## src/rtl/sdram_burst_arbiter_if.sv

```systemverilog
// Bus between the burst arbiter and its neighbours: FIFO levels, frame
// address windows, SDRAM controller handshake and the resulting burst pointers.
interface sdram_burst_arbiter_if #(
  parameter int CNT_W  = 11,
  parameter int ADDR_W = 22
);
  logic              sdram_init_done;
  logic [CNT_W-1:0]  wr_usedw;
  logic [CNT_W-1:0]  rd_usedw;
  logic              rd_enable;
  logic [ADDR_W-1:0] wr_addr;
  logic [ADDR_W-1:0] wr_max_addr;
  logic [ADDR_W-1:0] rd_addr;
  logic [ADDR_W-1:0] rd_max_addr;
  logic              wr_load;
  logic              rd_load;
  logic              sdram_wr_ack;
  logic              sdram_rd_ack;
  logic              burst_done;
  logic              sdram_wr_req;
  logic              sdram_rd_req;
  logic [ADDR_W-1:0] sys_wraddr;
  logic [ADDR_W-1:0] sys_rdaddr;
  logic              frame_write_done;
  logic              frame_read_done;
  logic              busy;

  // Arbiter side: consumes levels/handshakes, drives requests and pointers.
  modport master (
    input  sdram_init_done, wr_usedw, rd_usedw, rd_enable,
    input  wr_addr, wr_max_addr, rd_addr, rd_max_addr,
    input  wr_load, rd_load, sdram_wr_ack, sdram_rd_ack, burst_done,
    output sdram_wr_req, sdram_rd_req, sys_wraddr, sys_rdaddr,
    output frame_write_done, frame_read_done, busy
  );

  modport slave (
    output sdram_init_done, wr_usedw, rd_usedw, rd_enable,
    output wr_addr, wr_max_addr, rd_addr, rd_max_addr,
    output wr_load, rd_load, sdram_wr_ack, sdram_rd_ack, burst_done,
    input  sdram_wr_req, sdram_rd_req, sys_wraddr, sys_rdaddr,
    input  frame_write_done, frame_read_done, busy
  );
endinterface

```

## src/rtl/sdram_burst_arbiter.sv

```systemverilog
// Round-robin scheduler of SDRAM bursts between the camera write FIFO and the
// display read FIFO, with per-direction frame pointers and wrap reporting.
module sdram_burst_arbiter #(
  parameter int BURST_LEN  = 256,
  parameter int FIFO_DEPTH = 1024,
  parameter int CNT_W      = 11,
  parameter int ADDR_W     = 22
) (
  input  logic                  clk_ref,
  input  logic                  rst_n,
  sdram_burst_arbiter_if.master bus
);

  typedef enum logic [2:0] {
    IDLE,
    WR_REQ,
    WR_BURST,
    RD_REQ,
    RD_BURST
  } state_e;

  state_e            state;
  state_e            state_next;
  logic              last_grant_rd;
  logic              wr_elig;
  logic              rd_elig;
  logic              wr_complete;
  logic              rd_complete;
  logic              wr_in_use;
  logic              rd_in_use;
  logic [ADDR_W-1:0] wr_ptr;
  logic [ADDR_W-1:0] rd_ptr;
  logic [ADDR_W-1:0] wr_next_ptr;
  logic [ADDR_W-1:0] rd_next_ptr;
  logic              wr_wrap;
  logic              rd_wrap;
  logic              wr_load_pend;
  logic              rd_load_pend;
  logic              wr_req_q;
  logic              rd_req_q;
  logic              busy_q;
  logic              wr_frame_q;
  logic              rd_frame_q;

  // Read eligibility is expressed as a fill limit to avoid unsigned underflow.
  always_comb begin
    wr_elig = bus.sdram_init_done && (bus.wr_usedw >= CNT_W'(BURST_LEN));
    rd_elig = bus.sdram_init_done && bus.rd_enable &&
              (bus.rd_usedw <= CNT_W'(FIFO_DEPTH - BURST_LEN));
    wr_in_use   = (state == WR_REQ) || (state == WR_BURST);
    rd_in_use   = (state == RD_REQ) || (state == RD_BURST);
    wr_complete = (state == WR_BURST) && bus.burst_done;
    rd_complete = (state == RD_BURST) && bus.burst_done;
    wr_next_ptr = wr_ptr + ADDR_W'(BURST_LEN);
    rd_next_ptr = rd_ptr + ADDR_W'(BURST_LEN);
    wr_wrap     = wr_next_ptr >= bus.wr_max_addr;
    rd_wrap     = rd_next_ptr >= bus.rd_max_addr;
  end

  always_comb begin
    state_next = state;
    case (state)
      IDLE: begin
        if (wr_elig && rd_elig) state_next = last_grant_rd ? WR_REQ : RD_REQ;
        else if (wr_elig)       state_next = WR_REQ;
        else if (rd_elig)       state_next = RD_REQ;
      end
      WR_REQ:   if (bus.sdram_wr_ack) state_next = WR_BURST;
      WR_BURST: if (bus.burst_done)   state_next = IDLE;
      RD_REQ:   if (bus.sdram_rd_ack) state_next = RD_BURST;
      RD_BURST: if (bus.burst_done)   state_next = IDLE;
      default:                        state_next = IDLE;
    endcase
  end

  // Requests and busy are registered decodes of the next state.
  always_ff @(posedge clk_ref or negedge rst_n) begin
    if (!rst_n) begin
      state         <= IDLE;
      last_grant_rd <= 1'b0;
      wr_req_q      <= 1'b0;
      rd_req_q      <= 1'b0;
      busy_q        <= 1'b0;
    end else begin
      state    <= state_next;
      wr_req_q <= (state_next == WR_REQ);
      rd_req_q <= (state_next == RD_REQ);
      busy_q   <= (state_next != IDLE);
      if (wr_complete)      last_grant_rd <= 1'b0;
      else if (rd_complete) last_grant_rd <= 1'b1;
    end
  end

  // A load that lands on the completion edge counts as pending.
  always_ff @(posedge clk_ref or negedge rst_n) begin
    if (!rst_n) begin
      wr_ptr       <= '0;
      wr_load_pend <= 1'b0;
      wr_frame_q   <= 1'b0;
    end else begin
      wr_frame_q <= 1'b0;
      if (wr_complete) begin
        wr_load_pend <= 1'b0;
        if (wr_load_pend || bus.wr_load) begin
          wr_ptr <= bus.wr_addr;
        end else if (wr_wrap) begin
          wr_ptr     <= bus.wr_addr;
          wr_frame_q <= 1'b1;
        end else begin
          wr_ptr <= wr_next_ptr;
        end
      end else if (bus.wr_load) begin
        if (wr_in_use) wr_load_pend <= 1'b1;
        else           wr_ptr       <= bus.wr_addr;
      end
    end
  end

  always_ff @(posedge clk_ref or negedge rst_n) begin
    if (!rst_n) begin
      rd_ptr       <= '0;
      rd_load_pend <= 1'b0;
      rd_frame_q   <= 1'b0;
    end else begin
      rd_frame_q <= 1'b0;
      if (rd_complete) begin
        rd_load_pend <= 1'b0;
        if (rd_load_pend || bus.rd_load) begin
          rd_ptr <= bus.rd_addr;
        end else if (rd_wrap) begin
          rd_ptr     <= bus.rd_addr;
          rd_frame_q <= 1'b1;
        end else begin
          rd_ptr <= rd_next_ptr;
        end
      end else if (bus.rd_load) begin
        if (rd_in_use) rd_load_pend <= 1'b1;
        else           rd_ptr       <= bus.rd_addr;
      end
    end
  end

  assign bus.sdram_wr_req     = wr_req_q;
  assign bus.sdram_rd_req     = rd_req_q;
  assign bus.busy             = busy_q;
  assign bus.sys_wraddr       = wr_ptr;
  assign bus.sys_rdaddr       = rd_ptr;
  assign bus.frame_write_done = wr_frame_q;
  assign bus.frame_read_done  = rd_frame_q;

endmodule

```

## src/flat_wrapper.sv

```systemverilog
// flat-port wrapper written by rule: the top's interface ports become plain ports
module sdram_burst_arbiter_flat 
#(
  parameter int BURST_LEN  = 256,
  parameter int FIFO_DEPTH = 1024,
  parameter int CNT_W      = 11,
  parameter int ADDR_W     = 22
)
  (clk_ref, rst_n, bus_sdram_init_done, bus_wr_usedw, bus_rd_usedw, bus_rd_enable, bus_wr_addr, bus_wr_max_addr, bus_rd_addr, bus_rd_max_addr, bus_wr_load, bus_rd_load, bus_sdram_wr_ack, bus_sdram_rd_ack, bus_burst_done, bus_sdram_wr_req, bus_sdram_rd_req, bus_sys_wraddr, bus_sys_rdaddr, bus_frame_write_done, bus_frame_read_done, bus_busy);
  sdram_burst_arbiter_if #(.CNT_W(CNT_W), .ADDR_W(ADDR_W)) bus_i ();
  input  logic clk_ref;
  input  logic rst_n;
  input wire logic [$bits(bus_i.sdram_init_done)-1:0] bus_sdram_init_done;
  input wire logic [$bits(bus_i.wr_usedw)-1:0] bus_wr_usedw;
  input wire logic [$bits(bus_i.rd_usedw)-1:0] bus_rd_usedw;
  input wire logic [$bits(bus_i.rd_enable)-1:0] bus_rd_enable;
  input wire logic [$bits(bus_i.wr_addr)-1:0] bus_wr_addr;
  input wire logic [$bits(bus_i.wr_max_addr)-1:0] bus_wr_max_addr;
  input wire logic [$bits(bus_i.rd_addr)-1:0] bus_rd_addr;
  input wire logic [$bits(bus_i.rd_max_addr)-1:0] bus_rd_max_addr;
  input wire logic [$bits(bus_i.wr_load)-1:0] bus_wr_load;
  input wire logic [$bits(bus_i.rd_load)-1:0] bus_rd_load;
  input wire logic [$bits(bus_i.sdram_wr_ack)-1:0] bus_sdram_wr_ack;
  input wire logic [$bits(bus_i.sdram_rd_ack)-1:0] bus_sdram_rd_ack;
  input wire logic [$bits(bus_i.burst_done)-1:0] bus_burst_done;
  output wire logic [$bits(bus_i.sdram_wr_req)-1:0] bus_sdram_wr_req;
  output wire logic [$bits(bus_i.sdram_rd_req)-1:0] bus_sdram_rd_req;
  output wire logic [$bits(bus_i.sys_wraddr)-1:0] bus_sys_wraddr;
  output wire logic [$bits(bus_i.sys_rdaddr)-1:0] bus_sys_rdaddr;
  output wire logic [$bits(bus_i.frame_write_done)-1:0] bus_frame_write_done;
  output wire logic [$bits(bus_i.frame_read_done)-1:0] bus_frame_read_done;
  output wire logic [$bits(bus_i.busy)-1:0] bus_busy;
  assign bus_i.sdram_init_done = bus_sdram_init_done;
  assign bus_i.wr_usedw = bus_wr_usedw;
  assign bus_i.rd_usedw = bus_rd_usedw;
  assign bus_i.rd_enable = bus_rd_enable;
  assign bus_i.wr_addr = bus_wr_addr;
  assign bus_i.wr_max_addr = bus_wr_max_addr;
  assign bus_i.rd_addr = bus_rd_addr;
  assign bus_i.rd_max_addr = bus_rd_max_addr;
  assign bus_i.wr_load = bus_wr_load;
  assign bus_i.rd_load = bus_rd_load;
  assign bus_i.sdram_wr_ack = bus_sdram_wr_ack;
  assign bus_i.sdram_rd_ack = bus_sdram_rd_ack;
  assign bus_i.burst_done = bus_burst_done;
  assign bus_sdram_wr_req = bus_i.sdram_wr_req;
  assign bus_sdram_rd_req = bus_i.sdram_rd_req;
  assign bus_sys_wraddr = bus_i.sys_wraddr;
  assign bus_sys_rdaddr = bus_i.sys_rdaddr;
  assign bus_frame_write_done = bus_i.frame_write_done;
  assign bus_frame_read_done = bus_i.frame_read_done;
  assign bus_busy = bus_i.busy;
  sdram_burst_arbiter #(.BURST_LEN(BURST_LEN), .FIFO_DEPTH(FIFO_DEPTH), .CNT_W(CNT_W), .ADDR_W(ADDR_W)) u_core (.clk_ref(clk_ref), .rst_n(rst_n), .bus(bus_i));
endmodule
```

## config.mk

```make
export PLATFORM = sky130hd
export DESIGN_NAME = sdram_burst_arbiter_flat
export DESIGN_NICKNAME = d
export VERILOG_FILES = /design/src/rtl/sdram_burst_arbiter_if.sv /design/src/rtl/sdram_burst_arbiter.sv /design/src/flat_wrapper.sv
export SDC_FILE = /design/constraint.sdc
export NUM_CORES = 1
export LEC_CHECK = 0
export ABC_AREA = 1
export ABC_CLOCK_PERIOD_IN_PS = 3250
export BUFFER_PORTS_ARGS = -buffer_cell sky130_fd_sc_hd__buf_4
export CAP_MARGIN = 20
export CORE_AREA = 2 2 99 101
export CTS_BUF_LIST = sky130_fd_sc_hd__clkbuf_4
export CTS_CLUSTER_SIZE = 40
export DETAILED_ROUTE_END_ITERATION = 8
export DIE_AREA = 0 0 101 103
export GPL_TIMING_DRIVEN = 0
export PLACE_DENSITY = 0.82
export SETUP_SLACK_MARGIN = 0.15
export SKIP_LAST_GASP = 1
export SLEW_MARGIN = 30
export SYNTH_ARGS = -nofsm -noshare
export SYNTH_HDL_FRONTEND = slang
export SYNTH_SLANG_ARGS = --single-unit
export TNS_END_PERCENT = 5
```

## constraint.sdc

```tcl
create_clock -name clk_ref -period 3.25 [get_ports clk_ref]
set_clock_uncertainty 0.05 [all_clocks]
set_input_delay 0.65 -clock clk_ref [delete_from_list [all_inputs] [get_ports clk_ref]]
set_output_delay 0.65 -clock clk_ref [all_outputs]
set_load 0.03 [all_outputs]
```

==> impl_metrics.toml, run 1 <==
[drt]
routed_wl_um = 12160
vias = 4983
drcViolationCount = 0
postRouteAntennaNets = 0
wl_per_cell_um = 11.78
vias_per_cell = 4.824
dr.pass1.iters = 5
dr.first_iter.drc_count = 140

[flow_run]
cap_violations = 0

[synth]
async_reset_ff_frac = 1.000
synthSimpleGateAreaFrac = 0.3593
ys.flop_type = "dfrtp_1"
synth_top_family_by_area = "simple AND/OR/NAND/NOR gates"
synth_seq_cells = 55
avgSynthCellArea_um2 = 6.501
synth_most_common_cell = "nand2_1"
synth_common_cells = "nand2_1, inv_1, nor2_1, nand3_1, dfrtp_1"
syn_inst = 736
syn_area_um2 = 4785
ys_seq_area_frac = 0.2877
synth_nets = 903
ys.warnings.count = 0
synthAdderAreaFrac = 0.1255
synthXorXnorAreaFrac = 0.02929
synth_compound_area_frac = 0.05282
ys_types = 34
ys_top_cells_by_area = "dfrtp_1, nand2_1, ha_1"
synth_edf_count = 0
synth_top_area_share = 0.2877
muxShareOfSynthArea = 0
synth_largest_area_cell = "dfrtp_1"

[power]
ir_drop_uv = 399.5
p_leak_nw = 3.922
power.density_nw_per_um2 = 818.7

[floorplanning]
die_w_um = 101
die_area_um2 = 10400
floorplan.initialDensity = 0.5058
die_h_um = 103
pin_count = 168
core_area_um2 = 9459
std_cell_rows = 36

[setup_path]
cp_num_buf_inv = 3
reg2reg_depth = 21
cpMostUsedCell = "nand2_2"
crit_cells = 21
slowest_delay_ns = 0.48
path_delay_family = "simple AND/OR/NAND/NOR gates"
cp.arrival_ns = 3.16
cp-end-kind = "flip-flop"
cp_cell_sequence = "ha_2 > nand2_2 > nor2_4 > nand2_2 > nor2_4 > nand2_2 > xor2_2 > inv_1 > ha_1 > nand2_2 > nor2_2 > nand2_2 > nor2_1 > nand2_1 > inv_1 > nor2_4 > nand4_1 > nand2_2 > buf_6 > nand2_1 > o21ai_0"
cp_slowest_cell = "dfrtp_1"
critPathLaunchType = "flip-flop"
cp_data_required_time_ns = 3.49
crit_fanout = 8
criticalPathCategory = "reg -> reg"

[min_path]
min_path_type = "in -> async"

[place]
dp_hpwl_um = 9553
place_congestion = 0.9024
pre_cts_slack_ns = 0.01294
port_buffers = 159

[global_routing]
antenna_found_initial = 0
gr-total-overflow = 0
grt_usage = 0.2256
grt_first_pass_wirelength_um = 19110
grt_pass1_vias = 4495
grt_max_degree = 56

[sta]
fin_ws_ns = 0.3260
tightest_slew_ns = 0.7367
hold_viol_final = 0
relSlewSlack = 0.5088
setup_viol = 0
min_period_over_period = 0.8997
min_period_ns = 2.924
drv_slew = 0
whs_ns = 0.2349
rsz0062_at_grt = "true"
fin_tns_setup_ns = 0
fmaxAchievable_mhz = 342.0

[final_layout]
antenna_cells = 0
area_delta_synth_final_pct = 34.60
drive_gt1_frac = 0.2720
nNetsFinal = 1085

[clocking]
cts_max_level = 2
cts-root-buf = "clkbuf_4"
cts_made_buffers = 5
path_clk_slew_ns = 0.19
clockBufferDepth = 2
cts_sinks = 55
insertion_delay_ns = 0.38
cts_tree = "yes"

[outcome]
outcome = "finished, final reports clean"
==> sequential cells by signal (all words and copies together) (netlist names) <==
register and count:
u_core.bus.sys_rdaddr 22, u_core.bus.sys_wraddr 22, u_core.state 3, u_core.bus.busy 1
u_core.bus.frame_read_done 1, u_core.bus.frame_write_done 1, u_core.bus.sdram_rd_req 1, u_core.bus.sdram_wr_req 1
u_core.last_grant_rd 1, u_core.rd_load_pend 1, u_core.wr_load_pend 1
==> per-layer routing <==
layer	GRT usage	vias to the layer above	share of wire
li1	-	2611	-
met1	0.2760	2198	0.43
met2	0.4144	157	0.50
met3	0.03119	17	0.061
met4	0.06653	0	0.014
met5	0	-	0
==> worst reg2reg max path, cell delays in order, from the launching register on <==
cell and delay, ns:
dfrtp_1 0.48, ha_2 0.23, nand2_2 0.07, nor2_4 0.14, nand2_2 0.09, nor2_4 0.10, nand2_2 0.07, xor2_2 0.15
inv_1 0.06, ha_1 0.28, nand2_2 0.07, nor2_2 0.12, nand2_2 0.09, nor2_1 0.09, nand2_1 0.08, inv_1 0.09
nor2_4 0.05, nand4_1 0.08, nand2_2 0.14, buf_6 0.16, nand2_1 0.06, o21ai_0 0.08
==> cells in the final DEF, fill, tap and decap left out, types with 2 or more instances in the layout <==
master,synthesis,final
nor3_2,1,2
nor3_1,8,6
o21ai_1,4,4
o21ai_0,8,8
clkbuf_4,0,6
a21oi_4,3,3
nand4_1,16,16
nor2_2,5,4
dfrtp_1,55,47
inv_8,0,2
xor2_1,15,14
nand3_1,63,60
or2_2,2,2
inv_1,154,154
nor2_1,65,59
a21o_1,3,3
buf_2,7,6
nand2_1,239,233
a21oi_2,1,2
dfrtp_2,0,8
inv_2,7,7
buf_4,1,176
ha_1,48,47
a21oi_1,13,12
nor2_4,1,8
buf_6,4,4
nand3_2,0,3
nand2_2,3,9
==> path summary, 6_finish.rpt <==
path | from | endpoint | slack [ns]
setup / recovery | u_core.bus.sys_wraddr[9] | u_core.bus.sys_wraddr[7] | 0.33
hold / removal | rst_n | u_core.bus.sys_wraddr[20] | 0.23
setup reg to reg | u_core.bus.sys_wraddr[9] | u_core.bus.sys_wraddr[7] | 0.33
hold reg to reg | u_core.bus.sys_rdaddr[2] | u_core.bus.sys_rdaddr[2] | 0.49
max in group asynchronous | rst_n | u_core.bus.sys_rdaddr[12] | 2.37
min in group clk_ref | bus_wr_addr[6] | u_core.bus.sys_wraddr[6] | 0.44
==> through the flow <==
step	total power [W]	cell area, um2	std cells	utilization
3_5_place_dp	0.004657	6121	1009	0.6471
5_1_grt	0.005803	6440	1033	0.6808
4_1_cts	0.005040	6216	1019	0.6571
3_3_place_gp	0.004588	6121	1009	0.6471
2_1_floorplan	0.003594	4785	736	-
6_report	0.005272	6440	1033	0.6808
==> logic make-up (layout without fill, tap and decap cells) <==
kind of cell,Yosys count,count (layout)
adders and majority gates,48,48
DFF,55,55
xor gates and xnor gates,16,16
buffers and inverters,174,357
and+or+nand+nor,405,405
AOI/OAI and AO/OA,38,38
==> area by class of cell <==
class                           instances  area, um2
Buffer                                 13      93.84
Clock buffer                            5      37.54
Clock inverter                          3      31.28
Fill cell                             837       3019
Inverter                              161      604.3
Multi-Input combinational cell        507       2830
Sequential cell                        55       1386
Tap cell                              114      142.6
Timing Repair Buffer                  175       1314
==> power by group <==
group          switching (W)  internal, W  total [W]
combinational        0.00215      0.00138    0.00353
clock               0.000244    0.0000973   0.000341
sequential          0.000387      0.00101    0.00140
total                0.00278      0.00249    0.00527
==> timing repair <==
item                                    CTS  global route
pin swaps                                 0             7
gates resized for setup                   4            35
hold buffers                              0             0
endpoints found under the hold margin     0             0
setup buffers                             2            13
endpoints found under the setup margin   22            45
gates cloned                              0             1
No activity file was read; power rests on OpenSTA's default activity.
==> run 2: changes to the inputs <==
--- a/config.mk
+++ b/config.mk
@@ -15,7 +15,7 @@
 export DETAILED_ROUTE_END_ITERATION = 8
 export DIE_AREA = 0 0 101 103
 export GPL_TIMING_DRIVEN = 0
-export PLACE_DENSITY = 0.82
+export PLACE_DENSITY = 0.87
 export SETUP_SLACK_MARGIN = 0.15
 export SKIP_LAST_GASP = 1
 export SLEW_MARGIN = 30
==> run 2 against run 1 <==
  * Sequential power about the same
  * Register-to-register slack about the same
  * Combinational power about the same
  * Sequential cell count unchanged
  * Setup slack worse by 0.011 ns
  * Critical path type unchanged
==> impl_metrics.toml, run 2 (synthesis gave the netlist of run 1 again) <==
[drt]
vias = 5020
wl_per_cell_um = 11.86
routed_wl_um = 12210
vias_per_cell = 4.874
dr.first_iter.drc_count = 140
postRouteAntennaNets = 0
drcViolationCount = 0
dr.pass1.iters = 4

[final_layout]
nNetsFinal = 1082
antenna_cells = 0
final_cell_mix = "nand2_1, buf_4, inv_1"
final_common_cell = "nand2_1"
fillers = 811
register_area_um2 = 1381
area_delta_synth_final_pct = 34.18
multiInputGateArea_um2 = 2816
drive_gt1_frac = 0.2653
final_core_util = 0.6787

[clocking]
cts_hold_buf = 0
insertion_delay_ns = 0.38
cts_made_buffers = 5
cts_sinks = 55
path_clk_slew_ns = 0.18
cts_tree = "yes"
cts-root-buf = "clkbuf_4"
cts_max_level = 2
clockBufferDepth = 2

[min_path]
min_path_type = "in -> async"

[global_routing]
grt-busiest-layer = "met2"
grt_pass1_vias = 4651
grt_use_met1 = 0.2738
antenna_found_initial = 0
grt_max_degree = 56
grtUsageMet2 = 0.4221
gr-total-overflow = 0
use_met3 = 0.03593
grt_first_pass_wirelength_um = 19340
grt_usage = 0.2269

[place]
place_congestion = 0.9282
port_buffers = 159
dp_hpwl_um = 9494

[sta]
setup_viol = 0
tightest_slew_ns = 0.7332
fin_tns_setup_ns = 0
relSlewSlack = 0.5112
hold_viol_final = 0
rsz0062_at_grt = "true"
drv_slew = 0
min_period_over_period = 0.9032
fmaxAchievable_mhz = 340.7
min_period_ns = 2.935

[floorplanning]
std_cell_rows = 36
floorplan.initialDensity = 0.5058
core_area_um2 = 9459
die_h_um = 103
die_w_um = 101
die_area_um2 = 10400
pin_count = 168

[setup_path]
cp-end-kind = "flip-flop"
crit_fanout = 5
cp.arrival_ns = 3.18
cp_data_required_time_ns = 3.49
reg2reg_depth = 20
criticalPathCategory = "reg -> reg"
critPathLaunchType = "flip-flop"

[power]
power.density_nw_per_um2 = 820.6
ir_drop_uv = 489.0
p_leak_nw = 3.907

[flow_run]
cap_violations = 0

[outcome]
outcome = "finished, final reports clean"
run 2: changes by cell type in the layout (fill, tap and decap cells not counted), moves of 4 or more:
| cell | before | now |
|---|---|---|
| o21ai_1 | 4 | 8 |
| o21ai_0 | 8 | 4 |
| dfrtp_1 | 47 | 51 |
| buf_4 | 176 | 168 |
| buf_6 | 4 | 8 |
| dfrtp_2 | 8 | 4 |
run 2: per-stage QoR:
stage	setup WS [ns]	power, W	hold WS, ns	std cells	instance area (um2)
detailed placement	0.05587	0.004660	0.4591	1009	6121
CTS	0.1956	0.005033	0.2554	1019	6210
floorplan	0.3276	0.003594	0.3044	736	4785
global route	0.08431	0.005781	0.2655	1030	6420
global placement	0.09207	0.004578	0.4488	1009	6121
finish	0.3147	0.005268	0.2409	1030	6420
run 2: area by class of cell:
cell class              count  share of cell area
plain buffers              13             0.01520
clock buffers               5            0.005847
multi-input cells         507              0.4387
repair buffers            172              0.2048
clock inverters             3            0.003898
flip-flops and latches     55              0.2152
well taps                 114             0.02222
inverters                 161             0.09413
run 2: what timing repair did:
item | 4_1_cts | 5_1_grt
pin swaps | 0 | 12
cloned | 0 | 3
endpoints found under the setup margin | 19 | 43
gates resized for setup | 4 | 40
setup buffers | 2 | 8
run 2: worst paths after layout:
| path | start | to | slack [ns] |
|---|---|---|---|
| min in group clk_ref | bus_burst_done | u_core.state[2] | 0.42 |
| min reg2reg | u_core.bus.sys_wraddr[0] | u_core.bus.sys_wraddr[0] | 0.49 |
| max in group asynchronous | rst_n | u_core.bus.sys_rdaddr[9] | 2.38 |
| max reg2reg | u_core.bus.sys_wraddr[9] | u_core.bus.sys_wraddr[21] | 0.31 |
| min | rst_n | u_core.bus.sys_wraddr[18] | 0.24 |
| max | u_core.bus.sys_wraddr[9] | u_core.bus.sys_wraddr[21] | 0.31 |
run 2: power breakdown:
group / total [W] / switching [W] / internal (W)
Sequential: 0.00140 / 0.000389 / 0.00101
Clock: 0.000331 / 0.000241 / 0.0000904
Combinational: 0.00354 / 0.00216 / 0.00138
run 2: critical path, stage by stage (launching register included):
cell	delay, ns
dfrtp_1	0.46
ha_2	0.21
nand2_2	0.07
nor2_4	0.13
nand2_1	0.09
nor2_2	0.15
nand2_2	0.08
xor2_2	0.16
inv_1	0.07
ha_1	0.28
nand2_2	0.09
inv_1	0.04
nand2_1	0.05
nand2_1	0.07
a21oi_2	0.16
nand3_2	0.11
nor2_4	0.19
buf_6	0.16
nand3_1	0.07
nand3_1	0.09
nand2_1	0.05
run 2: per-layer routing:
metal	vias to the layer above	wire length (um)	share of wire
li1	2605	-	-
met1	2209	5072	0.42
met2	186	6086	0.50
met3	20	846	0.069
met4	0	206	0.017
met5	-	0	0
==> run 3: changes to the inputs <==
--- a/config.mk
+++ b/config.mk
@@ -16,6 +16,7 @@
 export DIE_AREA = 0 0 101 103
 export GPL_TIMING_DRIVEN = 0
 export PLACE_DENSITY = 0.87
+export REMOVE_ABC_BUFFERS = 1
 export SETUP_SLACK_MARGIN = 0.15
 export SKIP_LAST_GASP = 1
 export SLEW_MARGIN = 30
==> run 3 against run 2 <==
  * Design area decreased by 1.2%
  * Core utilization is 0.85 points lower
  * Sequential cell count stayed put
  * Global-route usage is 0.31 points higher
==> impl_metrics.toml, run 3 (synthesis gave the netlist of run 1 again) <==
[outcome]
outcome = "finished, final reports clean"

[clocking]
cts_tree = "yes"
clockBufferDepth = 2
cts_sinks = 55
cts-root-buf = "clkbuf_4"
insertion_delay_ns = 0.37
path_clk_slew_ns = 0.16
cts_max_level = 2
cts_made_buffers = 5

[setup_path]
critPathLaunchType = "flip-flop"
cp_cell_sequence = "ha_2 > nand2_1 > nor2_2 > nand2_2 > nor2_4 > nand2_2 > xor2_2 > inv_1 > ha_1 > nand2_1 > nor2_2 > nand2_2 > nor2_1 > nand2_2 > nand3_1 > nor2_4 > buf_4 > nand3_1 > nand3_1 > nand2_1"
cp_slowest_cell = "dfrtp_1"
cp_num_buf_inv = 2
cp_data_required_time_ns = 3.49
cp-end-kind = "flip-flop"
slowest_delay_ns = 0.45
crit_fanout = 7
cp.arrival_ns = 3.22
criticalPathCategory = "reg -> reg"
path_delay_family = "simple AND/OR/NAND/NOR gates"
cpMostUsedCell = "nand2_2"

[floorplanning]
die_w_um = 101
die_area_um2 = 10400
pin_count = 168
core_area_um2 = 9459
floorplan.initialDensity = 0.5058
std_cell_rows = 36
die_h_um = 103

[global_routing]
grt_usage = 0.2300
grt_max_degree = 56
grt_pass1_vias = 4439
gr-total-overflow = 0
grt_first_pass_wirelength_um = 19510
antenna_found_initial = 0

[min_path]
min_path_type = "in -> async"

[power]
p_sw_frac = 0.5326
p_int_w = 0.002403
power.density_nw_per_um2 = 811.0
power_w = 0.005142
combPwrFrac = 0.670
seqPwrFrac = 0.271
power.switching_w = 0.002739
ir_drop_uv = 504.0
clkPwrFrac = 0.059
p_leak_nw = 3.858

[sta]
relSlewSlack = 0.5129
fmaxAchievable_mhz = 335.1
tightest_slew_ns = 0.7306
rsz0062_at_grt = "true"
min_period_over_period = 0.9181
hold_viol_final = 0
setup_viol = 0
whs_ns = 0.2572
drv_slew = 0
fin_ws_ns = 0.2662
min_period_ns = 2.984

[drt]
dr.pass1.iters = 5
vias = 4997
routed_wl_um = 12410
dr.first_iter.drc_count = 153
wl_per_cell_um = 12.17
vias_per_cell = 4.899
postRouteAntennaNets = 0
drcViolationCount = 0

[final_layout]
final_common_cell = "nand2_1"
nNetsFinal = 1072
final_cell_mix = "nand2_1, buf_4, inv_1"
drive_gt1_frac = 0.2550
fin_cells = 1020
antenna_cells = 0
fillers = 853
area_delta_synth_final_pct = 32.51

[place]
pre_cts_slack_ns = -0.1785
dp_cells = 996
port_buffers = 159
dp_hpwl_um = 9276
place_congestion = 0.9289

[flow_run]
cap_violations = 0
run 3: per-stage QoR:
step	area, um2	util	setup TNS [ns]
after CTS	6180	0.6533	0
after global placement	6030	0.6374	-1.224
after floorplan	4693	-	0
after global routing	6340	0.6702	0
after detailed placement	6030	0.6374	-2.348
final	6340	0.6702	0
run 3: final cells by class:
cell class / count / area (um2) / area share
repair buffers: 173 / 1311 / 0.2068
multi-input cells: 509 / 2844 / 0.4486
clock inverters: 2 / 7.507 / 0.001184
inverters: 161 / 606.8 / 0.09572
clock buffers: 6 / 45.04 / 0.007105
flip-flops and latches: 55 / 1383 / 0.2181
well taps: 114 / 142.6 / 0.02250
run 3: final timing paths:
| kind | startpoint | to | slack [ns] | depth (start not counted) |
|---|---|---|---|---|
| hold reg to reg | u_core.bus.sys_rdaddr[5] | u_core.bus.sys_rdaddr[5] | 0.49 | 2 |
| max in group asynchronous | rst_n | u_core.bus.sys_rdaddr[9] | 2.34 | 1 |
| setup / recovery | u_core.bus.sys_wraddr[9] | u_core.bus.sys_wraddr[17] | 0.27 | 20 |
| setup reg to reg | u_core.bus.sys_wraddr[9] | u_core.bus.sys_wraddr[17] | 0.27 | 20 |
| hold / removal | rst_n | u_core.bus.sys_wraddr[18] | 0.26 | 1 |
| min in group clk_ref | bus_burst_done | u_core.state[2] | 0.44 | 2 |
run 3: power groups by stage:
stage	clock network (W)	logic (W)	registers, W
after floorplan	0	0.00165	0.00188
after global placement	0	0.00312	0.00139
after detailed placement	0	0.00320	0.00140
after CTS	0.000317	0.00333	0.00138
after global routing	0.000348	0.00385	0.00145
final	0.000302	0.00345	0.00139
run 3: layer usage:
metal  global-route usage  routed length (um)  vias to the layer above
met4              0.04470                  60                        0
li1                     -                   -                     2588
met5                    0                   0                        -
met2               0.4251                6261                      180
met3              0.03932                 946                        6
met1               0.2835                5140                     2223
run 3: what timing repair did:
item                       CTS  global route
setup endpoints to repair   45            45
pin swaps                    3             8
resized for setup            6            30
cloned                       1             1
hold buffers                 0             0
setup buffers                8             6
